===== src/rtl/imem_loader_if.sv =====
// Bundled handshake and memory-side signals between the program source and the loader.
interface imem_loader_if #(
    parameter int ADDR_W = 9,
    parameter int DATA_W = 16
);
    logic              load_start;
    logic [9:0]        load_len;
    logic [7:0]        byte_in;
    logic              byte_valid;
    logic              byte_ready;
    logic [ADDR_W-1:0] pc_addr;
    logic [ADDR_W-1:0] mem_addr;
    logic [DATA_W-1:0] mem_wdata;
    logic              mem_we;
    logic              cpu_run;
    logic              busy;
    logic              load_err;
    logic [9:0]        words_loaded;
    logic [15:0]       checksum;

    modport master (
        output load_start, load_len, byte_in, byte_valid, pc_addr,
        input  byte_ready, mem_addr, mem_wdata, mem_we, cpu_run, busy,
               load_err, words_loaded, checksum
    );

    modport slave (
        input  load_start, load_len, byte_in, byte_valid, pc_addr,
        output byte_ready, mem_addr, mem_wdata, mem_we, cpu_run, busy,
               load_err, words_loaded, checksum
    );
endinterface


===== src/rtl/imem_loader.sv =====
// Streams a program image into instruction memory as big-endian 16-bit words,
// then hands the memory address port to the PC and releases the CPU.
//
// state | meaning
// IDLE  | no load since reset; CPU held
// HI    | waiting for high byte of the next word
// LO    | waiting for low byte of the next word
// WR    | one-cycle write of the assembled word at wp
// DONE  | image complete; CPU runs, PC drives the address
module imem_loader #(
    parameter int ADDR_W = 9,
    parameter int DATA_W = 16,
    parameter int DEPTH  = 512
) (
    input  logic         clk,
    input  logic         rst,
    imem_loader_if.slave bus
);
    typedef enum logic [2:0] {IDLE, HI, LO, WR, DONE} state_t;

    localparam logic [9:0] LEN_MAX = 10'(DEPTH);

    state_t            r_state;
    state_t            w_state_next;
    logic [ADDR_W-1:0] r_wp;
    logic [9:0]        r_len;
    logic [9:0]        r_words;
    logic [15:0]       r_sum;
    logic [DATA_W-1:0] r_wdata;
    logic              r_we;
    logic              r_busy;
    logic              r_err;

    logic w_len_ok;
    logic w_can_start;
    logic w_last;

    assign w_len_ok    = (bus.load_len != 10'd0) && (bus.load_len <= LEN_MAX);
    assign w_can_start = (r_state == IDLE) || (r_state == DONE);
    assign w_last      = (r_words + 10'd1) == r_len;

    always_comb begin
        w_state_next = r_state;
        case (r_state)
            IDLE, DONE: if (bus.load_start && w_len_ok) w_state_next = HI;
            HI:         if (bus.byte_valid) w_state_next = LO;
            LO:         if (bus.byte_valid) w_state_next = WR;
            WR:         w_state_next = w_last ? DONE : HI;
            default:    w_state_next = IDLE;
        endcase
    end

    always_ff @(posedge clk) begin
        if (!rst) begin
            r_state <= IDLE;
            r_wp    <= '0;
            r_len   <= '0;
            r_words <= '0;
            r_sum   <= '0;
            r_wdata <= '0;
            r_we    <= 1'b0;
            r_busy  <= 1'b0;
            r_err   <= 1'b0;
        end else begin
            r_state <= w_state_next;
            // Registered strobes track the state being entered so they align with it.
            r_we    <= (w_state_next == WR);
            r_busy  <= (w_state_next == HI) || (w_state_next == LO) || (w_state_next == WR);

            if (w_can_start && bus.load_start) begin
                if (w_len_ok) begin
                    r_len   <= bus.load_len;
                    r_wp    <= '0;
                    r_words <= '0;
                    r_sum   <= '0;
                    r_err   <= 1'b0;
                end else begin
                    r_err   <= 1'b1;
                end
            end

            if (r_state == HI && bus.byte_valid) r_wdata[15:8] <= bus.byte_in;
            if (r_state == LO && bus.byte_valid) r_wdata[7:0]  <= bus.byte_in;

            if (r_state == WR) begin
                r_sum   <= r_sum + r_wdata;
                r_words <= r_words + 10'd1;
                if (!w_last) r_wp <= r_wp + 1'b1;
            end
        end
    end

    assign bus.byte_ready   = (r_state == HI) || (r_state == LO);
    assign bus.cpu_run      = (r_state == DONE);
    assign bus.mem_addr     = (r_state == DONE) ? bus.pc_addr : r_wp;
    assign bus.mem_wdata    = r_wdata;
    assign bus.mem_we       = r_we;
    assign bus.busy         = r_busy;
    assign bus.load_err     = r_err;
    assign bus.words_loaded = r_words;
    assign bus.checksum     = r_sum;
endmodule


===== src/flat_wrapper.sv =====
// flat-port wrapper written by rule: the top's interface ports become plain ports
module imem_loader_flat 
#(
    parameter int ADDR_W = 9,
    parameter int DATA_W = 16,
    parameter int DEPTH  = 512
)
  (clk, rst, bus_load_start, bus_load_len, bus_byte_in, bus_byte_valid, bus_pc_addr, bus_byte_ready, bus_mem_addr, bus_mem_wdata, bus_mem_we, bus_cpu_run, bus_busy, bus_load_err, bus_words_loaded, bus_checksum);
  imem_loader_if #(.ADDR_W(ADDR_W), .DATA_W(DATA_W)) bus_i ();
  input  logic clk;
  input  logic rst;
  input wire logic [$bits(bus_i.load_start)-1:0] bus_load_start;
  input wire logic [$bits(bus_i.load_len)-1:0] bus_load_len;
  input wire logic [$bits(bus_i.byte_in)-1:0] bus_byte_in;
  input wire logic [$bits(bus_i.byte_valid)-1:0] bus_byte_valid;
  input wire logic [$bits(bus_i.pc_addr)-1:0] bus_pc_addr;
  output wire logic [$bits(bus_i.byte_ready)-1:0] bus_byte_ready;
  output wire logic [$bits(bus_i.mem_addr)-1:0] bus_mem_addr;
  output wire logic [$bits(bus_i.mem_wdata)-1:0] bus_mem_wdata;
  output wire logic [$bits(bus_i.mem_we)-1:0] bus_mem_we;
  output wire logic [$bits(bus_i.cpu_run)-1:0] bus_cpu_run;
  output wire logic [$bits(bus_i.busy)-1:0] bus_busy;
  output wire logic [$bits(bus_i.load_err)-1:0] bus_load_err;
  output wire logic [$bits(bus_i.words_loaded)-1:0] bus_words_loaded;
  output wire logic [$bits(bus_i.checksum)-1:0] bus_checksum;
  assign bus_i.load_start = bus_load_start;
  assign bus_i.load_len = bus_load_len;
  assign bus_i.byte_in = bus_byte_in;
  assign bus_i.byte_valid = bus_byte_valid;
  assign bus_i.pc_addr = bus_pc_addr;
  assign bus_byte_ready = bus_i.byte_ready;
  assign bus_mem_addr = bus_i.mem_addr;
  assign bus_mem_wdata = bus_i.mem_wdata;
  assign bus_mem_we = bus_i.mem_we;
  assign bus_cpu_run = bus_i.cpu_run;
  assign bus_busy = bus_i.busy;
  assign bus_load_err = bus_i.load_err;
  assign bus_words_loaded = bus_i.words_loaded;
  assign bus_checksum = bus_i.checksum;
  imem_loader #(.ADDR_W(ADDR_W), .DATA_W(DATA_W), .DEPTH(DEPTH)) u_core (.clk(clk), .rst(rst), .bus(bus_i));
endmodule

===== config.mk =====
export PLATFORM = sky130hd
export DESIGN_NAME = imem_loader_flat
export DESIGN_NICKNAME = d
export VERILOG_FILES = /design/src/rtl/imem_loader_if.sv /design/src/rtl/imem_loader.sv /design/src/flat_wrapper.sv
export SDC_FILE = /design/constraint.sdc
export NUM_CORES = 1
export LEC_CHECK = 0
export ABC_AREA = 1
export ABC_CLOCK_PERIOD_IN_PS = 1900
export CAP_MARGIN = 0
export CELL_PAD_IN_SITES_DETAIL_PLACEMENT = 0
export CELL_PAD_IN_SITES_GLOBAL_PLACEMENT = 2
export CORE_MARGIN = 2
export CORE_UTILIZATION = 25
export DETAILED_ROUTE_END_ITERATION = 8
export PLACE_DENSITY = 0.82
export RECOVER_POWER = 50
export SYNTH_ARGS = -nofsm -noshare
export SYNTH_HDL_FRONTEND = slang
export SYNTH_SLANG_ARGS = --single-unit

===== constraint.sdc =====
create_clock -name clk -period 1.9 [get_ports clk]
set_input_delay 0.475 -clock clk [delete_from_list [all_inputs] [get_ports clk]]
set_output_delay 0.475 -clock clk [all_outputs]
set_load 0.02 [all_outputs]

# --- Yosys cells after proc, flatten, opt, wreduce, memory -nomap -nowiden ---
# Index checks and enable logic that the tools add are counted.
word_totals:
  register_bits: 67
  wordCells: 55
op_classes:
  n_addsub: 3
  reduce_logical: 16
  mux: 17
  eq_ne: 8
  n_lt_le_gt_ge: 1
ops:
  columns: ["operator", "n"]
  rows:
  - ["2-to-1 mux 16 bit", 3]
  - ["2-to-1 mux 9 bit", 5]
  - ["2-to-1 mux 10 bit", 3]
  - ["adder 16 bit", 1]
  - ["== test 3 x 2 -> 1 bit (second input constant)", 4]
  - ["2-to-1 mux 3 bit", 4]
  - ["case mux 3 bit (4 select lines)", 1]
  - ["adder 10 x 1 -> 10 bit (second input constant)", 1]
  - ["== test 10 bit", 1]
  - ["less-or-equal comparator 10 bit (second input constant)", 1]
  - ["nonzero test 10 bit", 1]
  - ["adder 9 x 1 -> 9 bit (second input constant)", 1]
  - ["== test 3 x 1 -> 1 bit (second input constant)", 2]
  - ["logical AND 1 bit", 5]
  - ["logical OR 1 bit", 4]
  - ["AND reduction 2 bit", 2]
  - ["nonzero test 2 bit", 2]
  - ["== test 3 bit (second input constant)", 1]
  - ["logical NOT 3 bit", 1]
  - ["OR reduction 2 bit", 1]
  - ["2-to-1 mux 1 bit", 1]

# --- Longest topological paths before layout ---
logic_depth:
  depth_word: 8
  depth_mapped: 14

# --- Worst setup path after synthesis ---
# Ideal clock, no wire load.
synth_timing:
  path_type: "flip-flop to output port"
  from: "register u_core.r_state[1]"
  to: "output bus_mem_addr[0]"
  setup_slack_ps: -115
  stages_incl_launch_ff: 6
  arrival_ps: 1540
  path_cell_list: "dfxtp_1 -> nor2_1 -> and2_1 -> clkbuf_1 -> clkbuf_1 -> o21ai_0"
synth_between:
  elab_chain_cells: 2
synth_rtl:
  columns: ["item", "line", "source"]
  rows:
  - ["start: declaration", "imem_loader.sv:23", "state_t r_state;"]
  - ["start signal: assignment", "imem_loader.sv:65", "r_state <= w_state_next;"]
  - ["== test 3 bit", null, null]
  - ["net bus_cpu_run", "flat_wrapper.sv:21", "output wire logic [$bits(bus_i.cpu_run)-1:0] bus_cpu_run;"]
  - ["2-to-1 mux 9 bit", "imem_loader.sv:95", "assign bus.mem_addr = (r_state == DONE) ? bus.pc_addr : r_wp;"]
  - ["end: declaration", "flat_wrapper.sv:18", "output wire logic [$bits(bus_i.mem_addr)-1:0] bus_mem_addr;"]
# The timed path passes the listed nets, and every way through them passes these cells.

# --- Worst setup path after layout ---
layout_timing:
  from: "register u_core.r_state[1]"
  to: "output bus_mem_addr[6]"
layout_between:
  elab_chain_cells: 2
layout_rtl:
  columns: ["item", "line"]
  rows:
  - ["== test 3 bit", "imem_loader.sv:95"]
  - ["2-to-1 mux 9 bit", "imem_loader.sv:95"]
# No other way between the ends.

==> impl_metrics.env <==
export IMPL_synthMuxAreaShare=0.00868
export IMPL_critical_path_peak_fanout=6
export IMPL_cts_made_buffers=9
export IMPL_global_route_usage_met1=0.214
export IMPL_grt_antenna_before_repair=0
export IMPL_dp_final_hpwl_mm=9.66
export IMPL_final_nets=776
export IMPL_timing_final_hold_violations=0
export IMPL_critical_path_class="reg2out"
export IMPL_overflow=0
export IMPL_postCtsHoldBufs=0
export IMPL_combinational_family_with_the_most_area_after_synthesis="simple AND/OR/NAND/NOR gates"
export IMPL_ys_warnings_count=0
export IMPL_arrival_ps=1520
export IMPL_slew_viol_final=0
export IMPL_fin_tns_setup_ps=-559
export IMPL_yosys_area_share_simple=0.329
export IMPL_cts_root_buf="clkbuf_16"
export IMPL_antenna_cells=0
export IMPL_yosysUniqueCellTypes=33
export IMPL_grt_use_met2=0.294
export IMPL_mostFrequentLayoutCells="nand2_1, nand3_1, buf_4, dfxtp_1"
export IMPL_hold_path_class="reg2reg"
export IMPL_combinationalPowerShare=0.136
export IMPL_fin_util=0.426
export IMPL_final_layout_size_suffix_gt1_frac=0.301
export IMPL_routed_via_density=4.89
export IMPL_first_global_vias=4378
export IMPL_register_area_um2=1350
export IMPL_dp_slack_ps=-500
export IMPL_clkLatencyLatePin_ps=340
export IMPL_initial_core_utilization=0.256
export IMPL_layout_min_cycle_time_ps=1990
export IMPL_finalSetupViolCount=16
export IMPL_drt_antenna_violating_nets=0
export IMPL_multi_input_comb_area_um2=2640
export IMPL_synth_yosys_seq_area_share=0.345
export IMPL_worst_slew_pin_transition_ps=367
export IMPL_number_of_i_o_port_buffers=86
export IMPL_grt_busiest_layer="met2"
export IMPL_netlist_instances=566
export IMPL_crit_required_ps=1420
export IMPL_maxClockFrequency_ghz=0.502
export IMPL_clk_transition_reported_paths_ps=60
export IMPL_cts_tree="done"
export IMPL_synth_seq_cells=67
export IMPL_cp_end_kind="output pin"
export IMPL_clock_sinks=67
export IMPL_synth_nets=615
export IMPL_failing_checks="negative setup slack"
export IMPL_run_status="complete, but fails checks"
export IMPL_die_height_um=129
export IMPL_total_net_switching_power_w=0.000939
export IMPL_post_synth_cell_area_avg_um2=6.87
export IMPL_die_outline_width_um=129
export IMPL_synthXorXnorAreaFrac=0.0203
export IMPL_synthToLayoutAreaGrowth_pct=66.4
export IMPL_dr_drc_count=0
export IMPL_grt_util_met3=0.0412
export IMPL_htree_num_levels=3
export IMPL_core_area_um2=15200
export IMPL_cellInternalPower_w=0.00310
export IMPL_groute_usage_overall=0.170
export IMPL_sequentialPowerShare=0.364
export IMPL_pin_count_of_the_biggest_net_entering_global_routing=37
export IMPL_grt_pass1_wl_mm=21.9
export IMPL_design_die_area_um2=16600
export IMPL_final_period_utilization=1.05
export IMPL_power_density_nw_per_um2=623
export IMPL_synthesis_area_um2=3890
export IMPL_dp_area_um2=5380
export IMPL_fillCellCount=1533
export IMPL_num_vias=4499
export IMPL_postLayoutCellArea_um2=6480
export IMPL_start_kind="register"
export IMPL_swShare=0.232
export IMPL_finalWirelength_mm=14.2
export IMPL_avg_wl_per_cell_um=15.5
export IMPL_clockPowerShare=0.500
export IMPL_finalWeightedCongestion=0.811
export IMPL_max_cap_viol_count=0
export IMPL_skew_ps=6.66
export IMPL_worst_slack_ps=-90.8
export IMPL_design_portCount=87
export IMPL_rsz0062_at_grt="true"
export IMPL_leakagePower_nw=2.90
export IMPL_mostFrequentLayoutCell="nand2_1"
export IMPL_drtIter0Drc=273
export IMPL_compound_gate_fraction_of_synth_area=0.169
export IMPL_peakVddDrop_mv=0.519
export IMPL_max_slew_margin=0.756
export IMPL_floorplan_rows=45
export IMPL_synth_adder_area_share=0.0598
export IMPL_drt_first_pass_iters=5
export IMPL_ctsLongestPathBuffers=2
export IMPL_total_power_w=0.00404
==> sequential cells by signal, summed over array words and instances (netlist names) <==
register,cells
u_core.bus.mem_wdata,16
u_core.r_state,3
u_core.bus.words_loaded,10
u_core.r_len,10
u_core.bus.checksum,16
u_core.r_wp,9
u_core.bus.load_err,1
u_core.bus.busy,1
u_core.bus.mem_we,1
==> area by class of cell <==
cell class | instances | share of cell area
repair buffers | 172 | 0.266
multi-input cells | 433 | 0.407
clock buffers | 12 | 0.0412
clock inverters | 4 | 0.0147
well taps | 188 | 0.0363
inverters | 44 | 0.0255
flip-flops and latches | 67 | 0.209
==> power by group through the flow <==
stage,clock (W),sequential [W],combinational (W)
floorplan,0,0.00151,0.000188
CTS,0.00207,0.00147,0.000508
finish,0.00202,0.00147,0.000549
detailed placement,0,0.00150,0.000432
global placement,0,0.00150,0.000429
global route,0.00213,0.00147,0.000594
==> kinds of logic after synthesis <==
logic type / Yosys count
buffers and inverters: 66
AOI/OAI and AO/OA: 126
adders and majority gates: 18
and+or+nand+nor: 277
xor gates and xnor gates: 9
muxes: 3
DFF: 67
==> final timing paths <==
check        slack [ps]                                    start                      endpoint  cells past startpoint
max                 -90             u_core.r_state[1]$_SDFF_PN0_               bus_mem_addr[6]                      5
min                 470             u_core.r_len[9]$_SDFFE_PN0P_  u_core.r_len[9]$_SDFFE_PN0P_                      2
max reg2reg         -40  u_core.bus.words_loaded[0]$_SDFFE_PN0P_    u_core.bus.busy$_SDFF_PN0_                     14
min reg2reg         470             u_core.r_len[9]$_SDFFE_PN0P_  u_core.r_len[9]$_SDFFE_PN0P_                      2
==> per-stage QoR <==
stage | std cells | hold WS (ps)
finish | 920 | 465
global route | 920 | 491
CTS | 913 | 467
detailed placement | 876 | 459
global placement | 876 | 452
floorplan | 566 | 438
==> per-layer routing <==
metal  vias up  part of all wire
met1      2139              0.45
li1       2262                 -
met5         -                 0
met2        88              0.50
met4         0            0.0094
met3        10             0.037
==> Yosys cell counts <==
master / number / area, um2
nor3_2: 1 / 10.0
or2_2: 5 / 31.3
nor3_1: 4 / 20.0
o21a_1: 2 / 15.0
nor2_4: 1 / 11.3
nand2_1: 97 / 364
inv_2: 1 / 3.75
clkbuf_1: 15 / 56.3
nand4_1: 7 / 43.8
mux2_2: 3 / 33.8
nand3_1: 96 / 480
o31ai_1: 1 / 7.51
fa_1: 1 / 20.0
nand3b_1: 2 / 15.0
ha_1: 17 / 213
xor2_1: 9 / 78.8
nand2_2: 7 / 43.8
inv_1: 42 / 158
o21bai_4: 1 / 18.8
a21oi_1: 77 / 385
nand3_2: 2 / 20.0
nor2_2: 3 / 18.8
clkinv_1: 1 / 3.75
buf_2: 4 / 20.0
nor2_1: 49 / 184
buf_4: 3 / 22.5
dfxtp_1: 67 / 1340
nor3b_2: 1 / 12.5
o21ai_0: 42 / 210
a21o_1: 2 / 15.0
and2_1: 1 / 6.26
nor2_8: 1 / 20.0
o21bai_1: 1 / 7.51
==> worst max-delay path: stages (launching register included) <==
cell	delay, ps
dfxtp_2	330
nor2_4	110
and2_4	180
buf_12	120
mux2_4	300
buf_6	130
==> what timing repair did <==
| action | CTS | global route |
|---|---|---|
| resized for setup | 110 | 106 |
| endpoints found under the setup margin | 66 | 67 |
| buffers inserted | 16 | 5 |
| gates cloned | 5 | 3 |
| pin swaps | 16 | 36 |
(Power assumes the default switching activity.)
